===== src/rtl/avr_io_irqctl_if.sv =====
// ---------------------------------------------------------------------------
// avr_io_irqctl_if
// Bundles the I/O-register bus and the interrupt handshake of the AVR-style
// interrupt controller.
//   io_re/io_we  : address-qualified read/write strobes from the core
//   io_a         : register index (0 PEND, 1 MASK, 2 EDGE, 3 VEC)
//   io_din       : write data from the core
//   io_dout      : read data onto the core's wired-OR bus (0 when not read)
//   irq_in       : request lines, synchronous to clk
//   iack/iack_vec: one-cycle acknowledge strobe and the vector it acknowledges
//   iflag/ivect  : registered interrupt request and winning vector to the core
// master = core/system side, slave = the controller.
// ---------------------------------------------------------------------------
interface avr_io_irqctl_if #(
    parameter int NIRQ = 4
);
    logic            io_re;
    logic            io_we;
    logic [1:0]      io_a;
    logic [7:0]      io_din;
    logic [7:0]      io_dout;
    logic [NIRQ-1:0] irq_in;
    logic            iack;
    logic [1:0]      iack_vec;
    logic            iflag;
    logic [1:0]      ivect;

    modport master (
        output io_re, io_we, io_a, io_din, irq_in, iack, iack_vec,
        input  io_dout, iflag, ivect
    );

    modport slave (
        input  io_re, io_we, io_a, io_din, irq_in, iack, iack_vec,
        output io_dout, iflag, ivect
    );
endinterface


===== src/rtl/avr_io_irqctl.sv =====
// ---------------------------------------------------------------------------
// avr_io_irqctl
// Four-source interrupt controller with a small I/O register file.
//   clk : system clock, all state changes on its rising edge
//   rst : synchronous active-high reset
//   bus : avr_io_irqctl_if.slave (register bus + interrupt handshake)
// Registers: 0 PEND (read, W1C on edge-mode bits), 1 MASK, 2 EDGE
// (1 = rising-edge, 0 = level), 3 VEC = {iflag, 5'b0, ivect} (read only).
// Lower index wins priority. iflag/ivect are registered from pend & mask.
// ---------------------------------------------------------------------------
module avr_io_irqctl #(
    parameter int NIRQ = 4
) (
    input  logic                clk,
    input  logic                rst,
    avr_io_irqctl_if.slave      bus
);

    logic [NIRQ-1:0] irq_q_reg;
    logic [NIRQ-1:0] pend_reg;
    logic [NIRQ-1:0] pend_next;
    logic [NIRQ-1:0] mask_reg;
    logic [NIRQ-1:0] edge_mode_reg;
    logic            iflag_reg;
    logic [1:0]      ivect_reg;
    logic [1:0]      ivect_next;

    logic [NIRQ-1:0] rise;
    logic [NIRQ-1:0] w1c;
    logic [NIRQ-1:0] ack_hit;
    logic [NIRQ-1:0] to_edge;
    logic [NIRQ-1:0] active;
    logic [7:0]      rdata;

    logic wr_pend;
    logic wr_mask;
    logic wr_edge;

    assign wr_pend = bus.io_we && (bus.io_a == 2'd0);
    assign wr_mask = bus.io_we && (bus.io_a == 2'd1);
    assign wr_edge = bus.io_we && (bus.io_a == 2'd2);

    always_comb begin
        rise    = bus.irq_in & ~irq_q_reg;
        w1c     = wr_pend ? bus.io_din[NIRQ-1:0] : '0;
        // Bits switching from level to edge mode in this write.
        to_edge = wr_edge ? (bus.io_din[NIRQ-1:0] & ~edge_mode_reg) : '0;
        ack_hit = '0;
        if (bus.iack) begin
            ack_hit[bus.iack_vec] = 1'b1;
        end
    end

    // Per-source pending logic. Edge mode: a fresh rising edge always wins
    // over a same-cycle clear (W1C or ack), so no edge is ever lost.
    // Level mode: pend simply mirrors the line, except on the cycle the bit
    // is switched to edge mode, where stale level state is discarded.
    generate
        for (genvar gi = 0; gi < NIRQ; gi++) begin : g_pend
            assign pend_next[gi] = edge_mode_reg[gi]
                ? (rise[gi] | (pend_reg[gi] & ~(w1c[gi] | ack_hit[gi])))
                : (to_edge[gi] ? rise[gi] : bus.irq_in[gi]);
        end
    endgenerate

    assign active = pend_reg & mask_reg;

    // Lowest set index wins; scanning downward leaves it as the final write.
    always_comb begin
        ivect_next = 2'd0;
        for (int i = NIRQ - 1; i >= 0; i--) begin
            if (active[i]) begin
                ivect_next = 2'(i);
            end
        end
    end

    // irq_q keeps sampling through reset so a line already high when reset
    // releases is not mistaken for a rising edge.
    always_ff @(posedge clk) begin
        irq_q_reg <= bus.irq_in;
    end

    always_ff @(posedge clk) begin
        if (rst) begin
            pend_reg      <= '0;
            mask_reg      <= '0;
            edge_mode_reg <= '1;
            iflag_reg     <= 1'b0;
            ivect_reg     <= 2'd0;
        end else begin
            pend_reg  <= pend_next;
            iflag_reg <= |active;
            ivect_reg <= ivect_next;
            if (wr_mask) begin
                mask_reg <= bus.io_din[NIRQ-1:0];
            end
            if (wr_edge) begin
                edge_mode_reg <= bus.io_din[NIRQ-1:0];
            end
        end
    end

    // Read data must be zero when not selected: the core ORs all devices.
    always_comb begin
        rdata = 8'h00;
        if (bus.io_re) begin
            case (bus.io_a)
                2'd0:    rdata = {{(8-NIRQ){1'b0}}, pend_reg};
                2'd1:    rdata = {{(8-NIRQ){1'b0}}, mask_reg};
                2'd2:    rdata = {{(8-NIRQ){1'b0}}, edge_mode_reg};
                default: rdata = {iflag_reg, 5'b0, ivect_reg};
            endcase
        end
    end

    assign bus.io_dout = rdata;
    assign bus.iflag   = iflag_reg;
    assign bus.ivect   = ivect_reg;

endmodule


===== src/flat_wrapper.sv =====
// flat-port wrapper written by rule: the top's interface ports become plain ports
module avr_io_irqctl_flat 
#(
    parameter int NIRQ = 4
)
  (clk, rst, bus_io_re, bus_io_we, bus_io_a, bus_io_din, bus_irq_in, bus_iack, bus_iack_vec, bus_io_dout, bus_iflag, bus_ivect);
  avr_io_irqctl_if #(.NIRQ(NIRQ)) bus_i ();
  input  logic clk;
  input  logic rst;
  input wire logic [$bits(bus_i.io_re)-1:0] bus_io_re;
  input wire logic [$bits(bus_i.io_we)-1:0] bus_io_we;
  input wire logic [$bits(bus_i.io_a)-1:0] bus_io_a;
  input wire logic [$bits(bus_i.io_din)-1:0] bus_io_din;
  input wire logic [$bits(bus_i.irq_in)-1:0] bus_irq_in;
  input wire logic [$bits(bus_i.iack)-1:0] bus_iack;
  input wire logic [$bits(bus_i.iack_vec)-1:0] bus_iack_vec;
  output wire logic [$bits(bus_i.io_dout)-1:0] bus_io_dout;
  output wire logic [$bits(bus_i.iflag)-1:0] bus_iflag;
  output wire logic [$bits(bus_i.ivect)-1:0] bus_ivect;
  assign bus_i.io_re = bus_io_re;
  assign bus_i.io_we = bus_io_we;
  assign bus_i.io_a = bus_io_a;
  assign bus_i.io_din = bus_io_din;
  assign bus_i.irq_in = bus_irq_in;
  assign bus_i.iack = bus_iack;
  assign bus_i.iack_vec = bus_iack_vec;
  assign bus_io_dout = bus_i.io_dout;
  assign bus_iflag = bus_i.iflag;
  assign bus_ivect = bus_i.ivect;
  avr_io_irqctl #(.NIRQ(NIRQ)) u_core (.clk(clk), .rst(rst), .bus(bus_i));
endmodule

===== config.mk =====
export PLATFORM = sky130hd
export DESIGN_NAME = avr_io_irqctl_flat
export DESIGN_NICKNAME = d
export VERILOG_FILES = /design/src/rtl/avr_io_irqctl_if.sv /design/src/rtl/avr_io_irqctl.sv /design/src/flat_wrapper.sv
export SDC_FILE = /design/constraint.sdc
export NUM_CORES = 1
export LEC_CHECK = 0
export ABC_CLOCK_PERIOD_IN_PS = 1600
export BUFFER_PORTS_ARGS = -buffer_cell sky130_fd_sc_hd__buf_2
export CORE_AREA = 5 5 48 50
export CTS_CLUSTER_SIZE = 25
export DETAILED_ROUTE_END_ITERATION = 7
export DIE_AREA = 0 0 53 55
export PLACE_DENSITY = 0.77
export SLEW_MARGIN = 25
export SYNTH_ARGS = -nofsm -noshare
export SYNTH_HDL_FRONTEND = slang
export SYNTH_SLANG_ARGS = --single-unit

===== constraint.sdc =====
create_clock -name clk -period 1.6 [get_ports clk]
set_input_delay 0 -clock clk [delete_from_list [all_inputs] [get_ports clk]]
set_output_delay 0 -clock clk [all_outputs]
set_load 0.05 [all_outputs]

==> impl_metrics.yaml, run 1 <==
clock_network:
  cts_tree: "done"
  cts_root_buf: "clkbuf_4"
  ctsLongestPathBuffers: 2
  numCtsBuffers: 3
  htreeDepth: 1
  clkLatencyLatePin_ps: 300
  path_clk_slew_ps: 110
  clock_sinks: 19
routing:
  totalWireLength_um: 2110
  first_iter_violations: 27
  highest_layer: "met4"
  vias: 799
  first_pass_iters: 4
  met3WireLength_um: 157
  drc_errors: 0
  antenna_left: 0
  wl_per_cell_um: 14.3
  wl_met1_um: 931
  wl_met2_um: 983
  viasPerCell: 5.44
timing:
  fin_setup_tns_ps: 0
  fmax_ghz: 0.672
  hold_viol_final: 0
  period_minus_slack_ps: 1490
  setup_viol: 0
  min_period_over_period_pct: 93.0
  skew_ps: 4.63
  final-max-slew-violation-count: 0
  rsz0062_at_grt: "no"
synth:
  synth.top_cell.area_share_pct: 42.6
  synth_area_leaders: "dfxtp_1, mux2i_1, nand2_1, and4b_1, a211o_1"
  yosys_warnings: 0
  ys_ff_latch: 19
  netlist_top_cells_count: "dfxtp_1, nand2_1, mux2i_1"
  async_reset_ff_share_pct: 0
  synth_ff_type: "dfxtp_1"
  netlist_area_um2: 892
  syn_avg_cell_area_um2: 10.1
  synth_most_common_cell: "dfxtp_1"
  synth_cell_types: 32
  synth_enable_flop_cells: 0
  seq_area_frac_synth_pct: 42.6
  yosysTopAreaCell: "dfxtp_1"
  netlist_instances: 88
final_layout:
  drive_above_1_share_pct: 25.0
  diodes: 0
  nNetsFinal: 142
  stdcell_count: 147
  area_growth_pct: 25.2
die:
  rows: 16
  core_um2: 1860
  ios: 32
  dieWidth_um: 53
  initial_utilization_pct: 47.9
  dieHeight_um: 55
  die_area_um2: 2920
setup_path:
  critPathArrivalTime_ps: 1490
  crit_path_end_kind: "output pin"
  rr_worst_depth: 3
  regToRegSetupSlack_ps: 610
  worst_ep_required_time_ps: 1600
  criticalPathCategory: "reg -> out"
  crit_slowest_cell: "mux4_1"
  cpPeakStageDelay_ps: 480
  start_kind: "register"
  crit_chain: "mux4_1, and2_1, buf_2"
  path_max_fanout: 4
worst_hold_path:
  min_path_type: "in -> reg"
  hold_path_depth: 2
pwr:
  ir_drop_v: 0.000686
  leakage_nw: 0.507
  powerDensity_nw_per_um2: 841
global_routing:
  grt_pass1_vias: 760
  grt_max_degree: 14
  grt.total_usage_pct: 15.6
  grt_antenna_before_repair: 0
  grt_pass1_wl_um: 3310
  grt_overflow: 0
place:
  io_buffers: 24
  gp_congestion: 0.786
  dp_hpwl_um: 1560
  placedCellCount: 135
job:
  drv_cap: 0
run_status:
  status: "completed"
==> stage by stage <==
stage	util [%]	cell area (um2)	hold WS, ps	setup WS [ps]	total power (W)
3_3_place_gp	54.3	1010	118	429	0.000684
6_report	60.0	1120	22.6	112	0.000939
3_5_place_dp	54.3	1010	121	430	0.000690
2_1_floorplan	-	900	27.7	259	0.000643
5_1_grt	60.0	1120	27.3	48.9	0.000979
4_1_cts	60.0	1120	25.5	110	0.000939
==> critical path: cells and delay by family, from the launching register on <==
kind	cells	cell delay [ps]
multiplexers	1	480
flip-flops	1	350
buffers and inverters	1	200
AND/OR/NAND/NOR	1	160
==> final cells by class <==
class / instances / area, um2
clock buffer: 4 / 26.3
inverter: 2 / 7.51
sequential: 19 / 380
tap: 27 / 33.8
fill: 167 / 744
multi-input combinational: 63 / 469
timing repair buffer: 32 / 200
==> repair_timing <==
item / in CTS / in global routing
buffers inserted: 0 / 0
endpoints found under the hold margin: 12 / 0
resized for setup: 0 / 0
hold buffers: 8 / 0
==> per-layer routing <==
metal  GRT usage (%)  vias up
met1            19.7      371
li1                -      391
met4            7.66        0
met2            26.0       32
met3            2.41        5
met5               0        -
==> placed cells by master (no fill, tap or decap), types with 2 or more instances in the layout <==
cell and count:
and2_1 4, nor2_1 4, dlygate4sd3_1 8, o2bb2ai_1 2, nand2_1 12, a311oi_1 2
nor3b_1 2, and4b_1 4, conb_1 3, buf_2 24, o21ai_0 2, a211o_1 4
inv_1 2, a32o_1 3, clkbuf_4 3, o21ai_1 2, dfxtp_1 19, mux2i_1 6
==> final timing paths <==
| check | from | to |
|---|---|---|
| setup / recovery | u_core.edge_mode_reg[0]$_SDFFE_PP1N_ | bus_io_dout[0] |
| hold / removal | rst | u_core.mask_reg[2]$_SDFFE_PP0P_ |
| setup reg to reg | u_core.edge_mode_reg[0]$_SDFFE_PP1N_ | u_core.pend_reg[0]$_SDFF_PP0_ |
| hold reg to reg | u_core.mask_reg[0]$_SDFFE_PP0P_ | u_core.mask_reg[0]$_SDFFE_PP0P_ |
==> where the power goes <==
group	internal (W)	leakage (nW)	switching [W]
Sequential	0.000497	0.157	0.0000193
Clock	0.0000973	0.0150	0.000147
Combinational	0.0000754	0.336	0.000103
==> cell families (layout without fill, tap and decap cells) <==
logic type             count (synthesis)  in the layout  share of synthesized area [%]
muxes                                  8              8                           12.2
other                                  1              3                          0.420
DFF                                   19             19                           42.6
AOI/OAI and AO/OA                     21             21                           18.8
buffers and inverters                  8             38                           5.61
and+or+nand+nor                       31             31                           20.3
(Power assumes the default switching activity.)
==> run 2: changes to the inputs <==
==> constraint.sdc (replaced) <==
create_clock -name clk -period 1.6 [get_ports clk]
set_input_delay 0.32 -clock clk [delete_from_list [all_inputs] [get_ports clk]]
set_output_delay 0.32 -clock clk [all_outputs]
set_load 0.05 [all_outputs]
==> run 2 against run 1 <==
  * The run now ends with setup timing left
  * Critical path depth is the same
  * First-iteration DRC count shrank 78%
  * Non-clock buffer count grew 1
  * Sequential share of layout area shrank 0.71 points
  * Flip-flop and latch count is the same
  * Combinational power grew 16%
  * Worst hold slack gained 98 ps
  * Via count grew 1.4%
  * Clock power grew 3%
  * Largest cell class unchanged
==> impl_metrics.yaml, run 2 (synthesis gave the netlist of run 1 again) <==
run_status:
  status: "complete, but fails checks"
  violations: "setup timing"
final_layout:
  diodes: 0
  final_cell_mix: "buf_2, nand2_1, dfxtp_1"
  drive_above_1_share_pct: 43.0
  mostFrequentLayoutCell: "buf_2"
  nNetsFinal: 143
  area_growth_pct: 30.9
  design_area_um2: 1170
die:
  initial_utilization_pct: 47.9
  die_area_um2: 2920
  rows: 16
  ios: 32
  dieWidth_um: 53
  core_um2: 1860
  dieHeight_um: 55
timing:
  skew_ps: 8.06
  hold_viol_final: 0
  setup_viol: 2
  setup_ws_ps: -115
  min_period_over_period_pct: 107
  fmax_ghz: 0.583
  period_minus_slack_ps: 1710
  final-max-slew-violation-count: 0
  rsz0062_at_grt: "yes"
place:
  gp_congestion: 0.849
  place_area_um2: 1050
  dp_hpwl_um: 1610
  io_buffers: 24
  post-place-ws_ps: -94.7
pwr:
  leakage_nw: 0.527
  fin_total_pwr_w: 0.000976
  powerDensity_nw_per_um2: 836
  ir_drop_v: 0.000673
clock_network:
  numCtsBuffers: 3
  postCtsHoldBufs: 0
  htreeDepth: 1
  cts_tree: "done"
  clock_sinks: 19
  path_clk_slew_ps: 110
  clkLatencyLatePin_ps: 310
  ctsLongestPathBuffers: 2
  cts_root_buf: "clkbuf_4"
routing:
  wl_met1_um: 954
  wl_per_cell_um: 14.8
  first_pass_iters: 4
  viasPerCell: 5.47
  drc_errors: 0
  antenna_left: 0
  highest_layer: "met4"
  totalWireLength_um: 2190
  wl_met2_um: 1070
  met3WireLength_um: 133
  vias: 810
  first_iter_violations: 6
setup_path:
  crit_slowest_cell: "mux4_2"
  critPathArrivalTime_ps: 1390
  start_kind: "register"
  regToRegEndpoint: "u_core.pend_reg[0]$_SDFF_PP0_"
  rr_worst_depth: 4
  reg2reg_from: "u_core.pend_reg[0]$_SDFF_PP0_"
  crit_path_end_kind: "output pin"
  path_max_fanout: 2
  cp_num_cells: 3
  crit_end: "bus_io_dout[1]"
  path_buf_inv: 1
  cpLargestDelayFamily: "multiplexers"
  crit_chain: "mux4_2, and2_4, buf_8"
  regToRegSetupSlack_ps: 450
  worst_ep_required_time_ps: 1280
  crit_path_start: "u_core.edge_mode_reg[1]$_SDFFE_PP1N_"
  cpPeakStageDelay_ps: 450
  criticalPathCategory: "reg -> out"
global_routing:
  grt_pass1_wl_um: 3390
  grt_overflow: 0
  grt_antenna_before_repair: 0
  grt.total_usage_pct: 16.0
  grt_pass1_vias: 755
  grt_max_degree: 14
job:
  drv_cap: 0
worst_hold_path:
  min_path_type: "in -> reg"
-- run 2: timing repair --
action,4_1_cts,5_1_grt
pin swaps,2,2
setup buffers,4,0
resized for setup,17,8
endpoints found under the setup margin,4,4
-- run 2: cell type report --
type | count | area, um2
multi-input combinational | 63 | 484
inverter | 2 | 7.51
clock buffer | 4 | 26.3
timing repair buffer | 33 | 226
sequential | 19 | 389
tap | 27 | 33.8
fill | 163 | 694
-- run 2: routing by layer --
metal  up-vias  GRT usage (%)
met5         -              0
met4         0           6.81
met3         5           3.22
met2        24           27.5
met1       392           19.6
li1        389              -
-- run 2: stage by stage --
| stage | instances | hold WS (ps) | util (%) | TNS, ps |
|---|---|---|---|---|
| floorplan | 90 | 348 | - | 0 |
| global placement | 140 | 438 | 56.5 | -203 |
| detailed placement | 140 | 443 | 56.5 | -271 |
| CTS | 148 | 132 | 61.4 | -210 |
| global route | 148 | 117 | 62.7 | -332 |
| finish | 148 | 120 | 62.7 | -215 |
-- run 2: report_power, final --
part	internal, W	total, W	switching (W)	leakage [nW]
Combinational	0.0000945	0.000207	0.000113	0.354
Sequential	0.000499	0.000518	0.0000184	0.158
Clock	0.0000975	0.000251	0.000154	0.0150
-- run 2: how the worst min path moves through the flow --
| stage | cells past startpoint | startpoint | endpoint | slack, ps |
|---|---|---|---|---|
| 6_report | 1 | bus_irq_in[2] | u_core.irq_q_reg[2]$_DFF_P_ | 120 |
| 5_1_grt | 1 | bus_irq_in[2] | u_core.irq_q_reg[2]$_DFF_P_ | 120 |
| 4_1_cts | 1 | bus_irq_in[2] | u_core.irq_q_reg[2]$_DFF_P_ | 130 |
| 3_5_place_dp | 1 | bus_irq_in[1] | u_core.irq_q_reg[1]$_DFF_P_ | 440 |
| 3_3_place_gp | 1 | bus_irq_in[0] | u_core.irq_q_reg[0]$_DFF_P_ | 440 |
| 2_1_floorplan | 0 | bus_irq_in[0] | u_core.irq_q_reg[0]$_DFF_P_ | 350 |
==> run 3: changes to the inputs <==
--- a/config.mk
+++ b/config.mk
@@ -7,12 +7,12 @@
 export LEC_CHECK = 0
 export ABC_CLOCK_PERIOD_IN_PS = 1600
 export BUFFER_PORTS_ARGS = -buffer_cell sky130_fd_sc_hd__buf_2
-export CORE_AREA = 5 5 48 50
+export CORE_AREA = 2 2 45 47
 export CTS_CLUSTER_SIZE = 25
 export DETAILED_ROUTE_END_ITERATION = 7
-export DIE_AREA = 0 0 53 55
+export DIE_AREA = 0 0 47 49
 export PLACE_DENSITY = 0.77
-export SLEW_MARGIN = 25
+export SLEW_MARGIN = 30
 export SYNTH_ARGS = -nofsm -noshare
 export SYNTH_HDL_FRONTEND = slang
 export SYNTH_SLANG_ARGS = --single-unit
==> run 3 against run 2 <==
  * The run still ends with setup timing left
  * Sequential share of layout area fell by 0.28 points
  * Register-to-register slack improved by 110 ps
  * Cell area rose by 1.5%
  * Highest routed layer unchanged
  * Critical endpoint is now bus_io_dout[0]
  * Combinational power barely moved
  * Routed wire length fell by 7.2%
  * Largest power group unchanged
  * Core utilization rose by 1.6 points
  * Sequential power barely moved
  * Non-clock buffer count rose by 2
  * Clock-buffer cell count did not move
  * Worst hold slack barely moved
==> impl_metrics.yaml, run 3 (synthesis gave the netlist of run 1 again) <==
run_status:
  status: "complete, but fails checks"
  violations: "setup timing"
timing:
  period_minus_slack_ps: 1710
  fmax_ghz: 0.585
  setup_ws_ps: -108
  skew_ps: 3.94
  min_period_over_period_pct: 107
  hold_viol_final: 0
  fin_setup_tns_ps: -212
  rsz0062_at_grt: "yes"
  final-max-slew-violation-count: 0
  setup_viol: 2
job:
  drv_cap: 0
setup_path:
  reg2reg_from: "u_core.edge_mode_reg[0]$_SDFFE_PP1N_"
  rr_worst_depth: 4
  critPathArrivalTime_ps: 1390
  criticalPathCategory: "reg -> out"
  start_kind: "register"
  regToRegSetupSlack_ps: 560
  path_max_fanout: 3
  worst_ep_required_time_ps: 1280
  regToRegEndpoint: "u_core.pend_reg[0]$_SDFF_PP0_"
  crit_path_end_kind: "output pin"
worst_hold_path:
  min_path_type: "in -> reg"
  hold_path_depth: 1
  min_to: "u_core.irq_q_reg[2]$_DFF_P_"
  min_from: "bus_irq_in[2]"
pwr:
  p_seq_share_pct: 53.2
  leakage_nw: 0.538
  ir_drop_v: 0.000631
  powerDensity_nw_per_um2: 822
  combinationalPowerShare_pct: 21.3
  internal_power_w: 0.000693
  p_sw_share_pct: 28.8
  p_switching_w: 0.000280
  p_clk_share_pct: 25.5
routing:
  antenna_left: 0
  wl_per_cell_um: 13.5
  totalWireLength_um: 2030
  drc_errors: 0
  viasPerCell: 5.37
  vias: 806
  first_iter_violations: 16
  first_pass_iters: 4
final_layout:
  mostFrequentLayoutCell: "buf_2"
  n_fill_cell: 163
  nNetsFinal: 145
  diodes: 0
  final_cell_mix: "buf_2, nand2_1, buf_4"
  drive_above_1_share_pct: 45.5
  final_util_pct: 64.3
  area_growth_pct: 32.8
die:
  rows: 16
  dieHeight_um: 49
  initial_utilization_pct: 48.4
  core_um2: 1840
  ios: 32
  die_area_um2: 2300
  dieWidth_um: 47
clock_network:
  clkLatencyLatePin_ps: 310
  numCtsBuffers: 3
  cts_root_buf: "clkbuf_4"
  ctsLongestPathBuffers: 2
  cts_tree: "done"
  path_clk_slew_ps: 100
  htreeDepth: 1
  clock_sinks: 19
global_routing:
  grt_antenna_before_repair: 0
  grt_max_degree: 14
  grt.total_usage_pct: 19.2
  busiest_layer: "met2"
  use_met2_pct: 28.5
  grt_overflow: 0
  grt_pass1_vias: 747
  grtUsageMet3_pct: 2.59
  grt_pass1_wl_um: 3220
  grtUsageMet1_pct: 26.7
place:
  post-place-ws_ps: -91.4
  dp_hpwl_um: 1440
  gp_congestion: 0.863
  io_buffers: 24
run 3: changes by cell type in the layout (fill, tap and decap cells not counted), sizes merged:
cell / change
buf: +3
clkbuf: -1
run 3: critical path, cell delays in order, from the launching register on:
cell and delay [ps]:
dfxtp_2 350, mux4_2 440, and2_4 150, buf_8 140
run 3: repair_timing:
item	in CTS	in global routing
pin swaps	3	3
gates resized for setup	18	9
buffers inserted	4	3
setup endpoints to repair	4	4
hold buffers	0	0
run 3: layout make-up:
class / count / area [um2] / share of cell area [%]
multi-input combinational: 63 / 484 / 40.9
sequential: 19 / 392 / 33.1
timing repair buffer: 35 / 241 / 20.4
tap: 27 / 33.8 / 2.85
clock buffer: 4 / 26.3 / 2.22
inverter: 2 / 7.51 / 0.634
run 3: stage by stage:
stage	cells	power, W	hold slack [ps]	instance area (um2)
after global routing	150	0.00101	115	1180
after global placement	139	0.000693	438	1040
after detailed placement	139	0.000697	444	1040
after CTS	147	0.000960	121	1140
final	150	0.000974	120	1180
after floorplan	90	0.000644	348	902
run 3: metal layers:
layer	vias up	routed length, um	share of wire, %
li1	397	-	-
met1	385	884	44
met2	22	1010	50
met3	2	99	4.9
met4	0	35	1.7
met5	-	0	0
run 3: worst max-delay path by stage:
stage	from	slack, ps	end
after floorplan	u_core.bus.ivect[0]$_SDFF_PP0_	10	bus_io_dout[0]
after global placement	bus_io_a[0]	-90	bus_io_dout[0]
after detailed placement	bus_io_a[0]	-90	bus_io_dout[0]
after CTS	u_core.pend_reg[0]$_SDFF_PP0_	-110	bus_io_dout[0]
after global routing	u_core.bus.ivect[1]$_SDFF_PP0_	-140	bus_io_dout[1]
final	u_core.pend_reg[0]$_SDFF_PP0_	-110	bus_io_dout[0]
run 3: power by group through the flow:
stage / Combinational (W) / Clock, W / Sequential (W)
after detailed placement: 0.000171 / 0 / 0.000526
final: 0.000207 / 0.000249 / 0.000518
after CTS: 0.000194 / 0.000251 / 0.000515
after floorplan: 0.000118 / 0 / 0.000525
after global placement: 0.000169 / 0 / 0.000525
after global routing: 0.000222 / 0.000271 / 0.000520
